===== src/rtl/sram_arbiter.sv =====
// N-client arbiter in front of the single SRAM controller: picks one eligible
// request, issues a one-cycle read/write strobe, waits for completion, acks.
module sram_arbiter #(
  parameter int unsigned N_CLIENTS = 2,
  parameter int unsigned ADDR_W    = 18,
  parameter int unsigned DATA_W    = 16,
  parameter int unsigned RR_MODE   = 0
) (
  input  logic                          clk,
  input  logic                          reset,
  input  logic [N_CLIENTS-1:0]          client_en,
  input  logic [N_CLIENTS-1:0]          req_valid,
  input  logic [N_CLIENTS-1:0]          req_we,
  input  logic [N_CLIENTS*ADDR_W-1:0]   req_addr,
  input  logic [N_CLIENTS*DATA_W-1:0]   req_wdata,
  output logic [N_CLIENTS-1:0]          ack,
  output logic [DATA_W-1:0]             rdata,
  output logic [2:0]                    grant_id,
  output logic                          busy,
  output logic [ADDR_W-1:0]             sram_address,
  output logic [DATA_W-1:0]             sram_data_write,
  output logic                          sram_read,
  output logic                          sram_write,
  input  logic                          sram_ready,
  input  logic [DATA_W-1:0]             sram_data_read
);

  localparam int unsigned ID_W = 3;

  typedef enum logic [1:0] {IDLE, ISSUE, WAIT_BUSY, WAIT_DONE} state_e;

  state_e                state_q, state_d;
  logic [N_CLIENTS-1:0]  ack_q, ack_d;
  logic [DATA_W-1:0]     rdata_q, rdata_d;
  logic [ID_W-1:0]       grant_id_q, grant_id_d;
  logic                  busy_q, busy_d;
  logic [ADDR_W-1:0]     address_q, address_d;
  logic [DATA_W-1:0]     wdata_q, wdata_d;
  logic                  read_q, read_d;
  logic                  write_q, write_d;
  logic                  we_q, we_d;
  logic [ID_W-1:0]       ptr_q, ptr_d;
  logic                  wb_cnt_q, wb_cnt_d;

  logic [7:0]            elig;
  logic                  found;
  logic [ID_W-1:0]       win;
  logic [ADDR_W-1:0]     sel_addr;
  logic [DATA_W-1:0]     sel_wdata;
  logic                  sel_we;

  // k-th candidate in search order: from ptr upward in round-robin, else from 0
  function automatic logic [ID_W-1:0] cand(input logic [ID_W-1:0] p, input int unsigned k);
    int unsigned s;
    s = (RR_MODE != 0) ? 32'(p) + k : k;
    return ID_W'(s % N_CLIENTS);
  endfunction

  // Winner selection and payload mux
  always_comb begin
    elig      = 8'(req_valid & client_en);
    found     = 1'b0;
    win       = '0;
    sel_addr  = '0;
    sel_wdata = '0;
    sel_we    = 1'b0;
    for (int unsigned k = 0; k < N_CLIENTS; k++) begin
      if (!found && elig[cand(ptr_q, k)]) begin
        found = 1'b1;
        win   = cand(ptr_q, k);
      end
    end
    for (int unsigned i = 0; i < N_CLIENTS; i++) begin
      if (ID_W'(i) == win) begin
        sel_addr  = req_addr[i*ADDR_W +: ADDR_W];
        sel_wdata = req_wdata[i*DATA_W +: DATA_W];
        sel_we    = req_we[i];
      end
    end
  end

  // Next-state and registered-output logic
  always_comb begin
    state_d    = state_q;
    ack_d      = '0;
    rdata_d    = rdata_q;
    grant_id_d = grant_id_q;
    address_d  = address_q;
    wdata_d    = wdata_q;
    read_d     = 1'b0;
    write_d    = 1'b0;
    we_d       = we_q;
    ptr_d      = ptr_q;
    wb_cnt_d   = wb_cnt_q;
    case (state_q)
      IDLE: begin
        // ack cycle is skipped: the acked client's req_valid is still stale-high
        if (found && sram_ready && ack_q == '0) begin
          grant_id_d = win;
          address_d  = sel_addr;
          wdata_d    = sel_wdata;
          we_d       = sel_we;
          write_d    = sel_we;
          read_d     = ~sel_we;
          ptr_d      = (win == ID_W'(N_CLIENTS - 1)) ? '0 : win + ID_W'(1);
          state_d    = ISSUE;
        end
      end
      ISSUE: begin
        wb_cnt_d = 1'b0;
        state_d  = WAIT_BUSY;
      end
      WAIT_BUSY: begin
        // controllers that never drop ready are let through after two cycles
        if (!sram_ready || wb_cnt_q) state_d = WAIT_DONE;
        else                         wb_cnt_d = 1'b1;
      end
      WAIT_DONE: begin
        if (sram_ready) begin
          ack_d = N_CLIENTS'(8'h01 << grant_id_q);
          if (!we_q) rdata_d = sram_data_read;
          state_d = IDLE;
        end
      end
      default: state_d = IDLE;
    endcase
    busy_d = (state_d != IDLE);
  end

  always_ff @(posedge clk) begin
    if (reset) begin
      state_q    <= IDLE;
      ack_q      <= '0;
      rdata_q    <= '0;
      grant_id_q <= '0;
      busy_q     <= 1'b0;
      address_q  <= '0;
      wdata_q    <= '0;
      read_q     <= 1'b0;
      write_q    <= 1'b0;
      we_q       <= 1'b0;
      ptr_q      <= '0;
      wb_cnt_q   <= 1'b0;
    end else begin
      state_q    <= state_d;
      ack_q      <= ack_d;
      rdata_q    <= rdata_d;
      grant_id_q <= grant_id_d;
      busy_q     <= busy_d;
      address_q  <= address_d;
      wdata_q    <= wdata_d;
      read_q     <= read_d;
      write_q    <= write_d;
      we_q       <= we_d;
      ptr_q      <= ptr_d;
      wb_cnt_q   <= wb_cnt_d;
    end
  end

  assign ack             = ack_q;
  assign rdata           = rdata_q;
  assign grant_id        = grant_id_q;
  assign busy            = busy_q;
  assign sram_address    = address_q;
  assign sram_data_write = wdata_q;
  assign sram_read       = read_q;
  assign sram_write      = write_q;

endmodule

===== config.mk =====
export PLATFORM = sky130hd
export DESIGN_NAME = sram_arbiter
export DESIGN_NICKNAME = d
export VERILOG_FILES = /design/src/rtl/sram_arbiter.sv
export SDC_FILE = /design/constraint.sdc
export NUM_CORES = 1
export LEC_CHECK = 0
export ABC_AREA = 1
export CAP_MARGIN = 20
export CORE_MARGIN = 4
export CORE_UTILIZATION = 42
export CTS_CLUSTER_SIZE = 10
export DETAILED_ROUTE_END_ITERATION = 10
export PLACE_DENSITY_LB_ADDON = 0.12
export SYNTH_ARGS = -nofsm -noshare
export SYNTH_HDL_FRONTEND = slang
export SYNTH_SLANG_ARGS = --single-unit

===== constraint.sdc =====
create_clock -name clk -period 2 [get_ports clk]
set_input_delay 0.2 -clock clk [delete_from_list [all_inputs] [get_ports clk]]
set_output_delay 0.2 -clock clk [all_outputs]
set_load 0.01 [all_outputs]

==> results.cfg <==
[grt]
antenna_found_initial = 0
gr-usage-met2 = 0.335
grt-ovfl-total = 0
busiest_layer = met2
grt_util_met3 = 0.0507
grt_max_degree = 48
use_met1 = 0.234
track_usage = 0.198
first_global_vias = 2752
grt_pass1_wl_mm = 12.2

[die]
start_util = 0.435
ios = 151
die-area_um2 = 7930
num_rows = 29
die_y_um = 89.1
fp.dieW_um = 89.1
coreArea_um2 = 6350

[setup_path]
crit_start = grant_id[0]
arrival_ns = 1.28
worstPathRequired_ns = 1.80
crit_family = buffers and inverters
path_class = reg -> out
crit_cells = 1
path_buf_inv = 1
worst-path-max-fanout = 4
r2r_cells = 5
cp-endpoint = grant_id[0]
slowest_stage = clkdlybuf4s50_1
cp-end-kind = output pin
ff2ff_setup_slack_ns = 0.66
crit_chain = clkdlybuf4s50_1
timing.rr.start = state_q[0]
critPathLaunchType = flip-flop
slowest_delay_ns = 0.57
r2r_end = rdata[13]

[sta]
max_freq_ghz = 0.677
setup_violations = 0
rsz0062_at_grt = no
min_period_over_period = 0.738
finalCriticalPeriod_ns = 1.48
fin_setup_tns_ns = 0
clock_skew_ns = 0.00781
fin_ws_ns = 0.524
slew_violations = 0
hold_violations = 0

[yosys]
synth-seq-cells = 60
synthDistinctLibCells = 20
ys_warn_count = 0
synthCells = 450
avgSynthCellArea_um2 = 6.13
syn_area_um2 = 2760
ys_seq_area_frac = 0.435

[detailed_routing]
wirelength_mm = 8.03
antenna_left = 0
route.detailed.drc = 0
post_drt_wl_per_cell_um = 11.9
drt_first_pass_iters = 4
viasPerCell = 4.49
drt_first_iter_violations = 71
vias = 3040

[cts]
clockBufferDepth = 2
clkLatencyLatePin_ns = 0.33
cts_setup_buffers = 0
cts_root_buf = clkbuf_8
cts_tree = yes
cts_made_buffers = 9
cts_max_level = 3
clk_pin_slew_ns = 0.07
cts.sink_count = 60
cts.repair.resized = 0
hold_buffers = 0

[hold_path]
hold_path.class = in -> reg

[outcome]
status = complete, no violations

[final_layout]
final_nets = 688
antenna_cells = 0
syn_to_final_growth_pct = 64.6
final_core_util = 0.715
nFillCells = 540
drive_gt1_frac = 0.0450

[power_and_ir_drop]
vdd_drop_max_mv = 0.470
leakage_nw = 2.21
cellPowerDensity_nw_per_um2 = 696

[place]
gp_congestion = 0.772
place_ws_ns = 0.284
dp_hpwl_mm = 5.84
port-buffer-count = 148

[job]
cap_violations = 0
-- per-stage QoR --
stage               total power [mW]  std cells  area [um2]  hold WS [ns]
floorplan                       1.61        451        2760         0.269
global placement                1.98        661        4330         0.478
detailed placement              1.99        661        4330         0.478
CTS                             3.20        677        4540         0.433
global route                    3.32        677        4540         0.445
finish                          3.16        677        4540         0.451
-- report_power, final --
part / internal [mW] / total [mW] / switching, mW
sequential: 1.27 / 1.31 / 0.0384
combinational: 0.373 / 0.657 / 0.285
clock: 0.730 / 1.20 / 0.470
total: 2.37 / 3.16 / 0.793
-- worst register-to-register path, delay by kind of cell (launching register included) --
kind	cells	cell delay, ns
AND/OR/NAND/NOR	4	0.63
buffers and inverters	1	0.19
flip-flops	1	0.42
-- cell usage in the layout, fill, tap and decap left out, types with 2 or more instances in the layout --
cell type / netlist / layout
nor3_1: 2 / 2
nor2_1: 106 / 106
nand2_1: 185 / 185
conb_1: 1 / 2
clkdlybuf4s50_1: 0 / 148
dfxtp_1: 60 / 60
inv_2: 3 / 3
inv_1: 40 / 40
clkbuf_8: 0 / 10
bufinv_16: 0 / 2
buf_4: 2 / 4
clkinv_2: 0 / 3
o21ai_0: 18 / 18
nand3_1: 6 / 6
buf_12: 0 / 3
-- area by class of cell --
class                      instances  area [um2]  share of cell area
sequential                        60        1200               0.264
inverter                          43         161              0.0355
clock buffer                      11         141              0.0311
multi-input combinational        326        1290               0.285
clock inverter                     5        75.1              0.0165
tap                               77        96.3              0.0212
timing repair buffer             155        1570               0.346
-- sequential cells by signal, indices dropped and copies added, names as in the netlist --
signal and flops:
ack 2, busy 1, grant_id 1, rdata 16, sram_address 18, sram_data_write 16
sram_read 1, sram_write 1, state_q 2, wb_cnt_q 1, we_q 1
-- layer usage --
| metal | up-vias | wire length, um | share of wire |
|---|---|---|---|
| met5 | - | 0 | 0 |
| met4 | 0 | 213 | 0.027 |
| met3 | 17 | 679 | 0.085 |
| met2 | 109 | 3800 | 0.47 |
| met1 | 1298 | 3330 | 0.42 |
| li1 | 1616 | - | - |
-- synthesized netlist by cell type --
cell type / n / share of area
nand2_1: 185 / 0.25
nor2_1: 106 / 0.14
dfxtp_1: 60 / 0.44
inv_1: 40 / 0.054
o21ai_0: 18 / 0.033
buf_2: 13 / 0.024
clkbuf_1: 6 / 0.0082
nand3_1: 6 / 0.011
inv_2: 3 / 0.0041
buf_4: 2 / 0.0054
nor3_1: 2 / 0.0036
a21oi_1: 1 / 0.0018
a21oi_2: 1 / 0.0032
a31oi_1: 1 / 0.0023
buf_6: 1 / 0.0041
conb_1: 1 / 0.0014
nand4_1: 1 / 0.0023
nor3_4: 1 / 0.0059
nor4_1: 1 / 0.0023
nor4b_1: 1 / 0.0032
-- how the worst min path moves through the flow --
stage                            startpoint           to  cells after the start
after global placement             wb_cnt_q     wb_cnt_q                      2
final                     sram_data_read[8]     rdata[8]                      3
after CTS                 sram_data_read[8]     rdata[8]                      3
after floorplan                       reset  grant_id[0]                      1
after detailed placement           wb_cnt_q     wb_cnt_q                      2
after global routing      sram_data_read[9]     rdata[9]                      3
-- cells by family (layout without fill, tap and decap cells) --
logic type / Yosys count / in the layout / synth area share
AND/OR/NAND/NOR: 303 / 303 / 0.424
other: 1 / 2 / 0.00136
flip-flops: 60 / 60 / 0.435
AO/OA/AOI/OAI: 21 / 21 / 0.0399
buffers and inverters: 65 / 214 / 0.0997
Note: power is estimated with default switching activity, not from simulation.
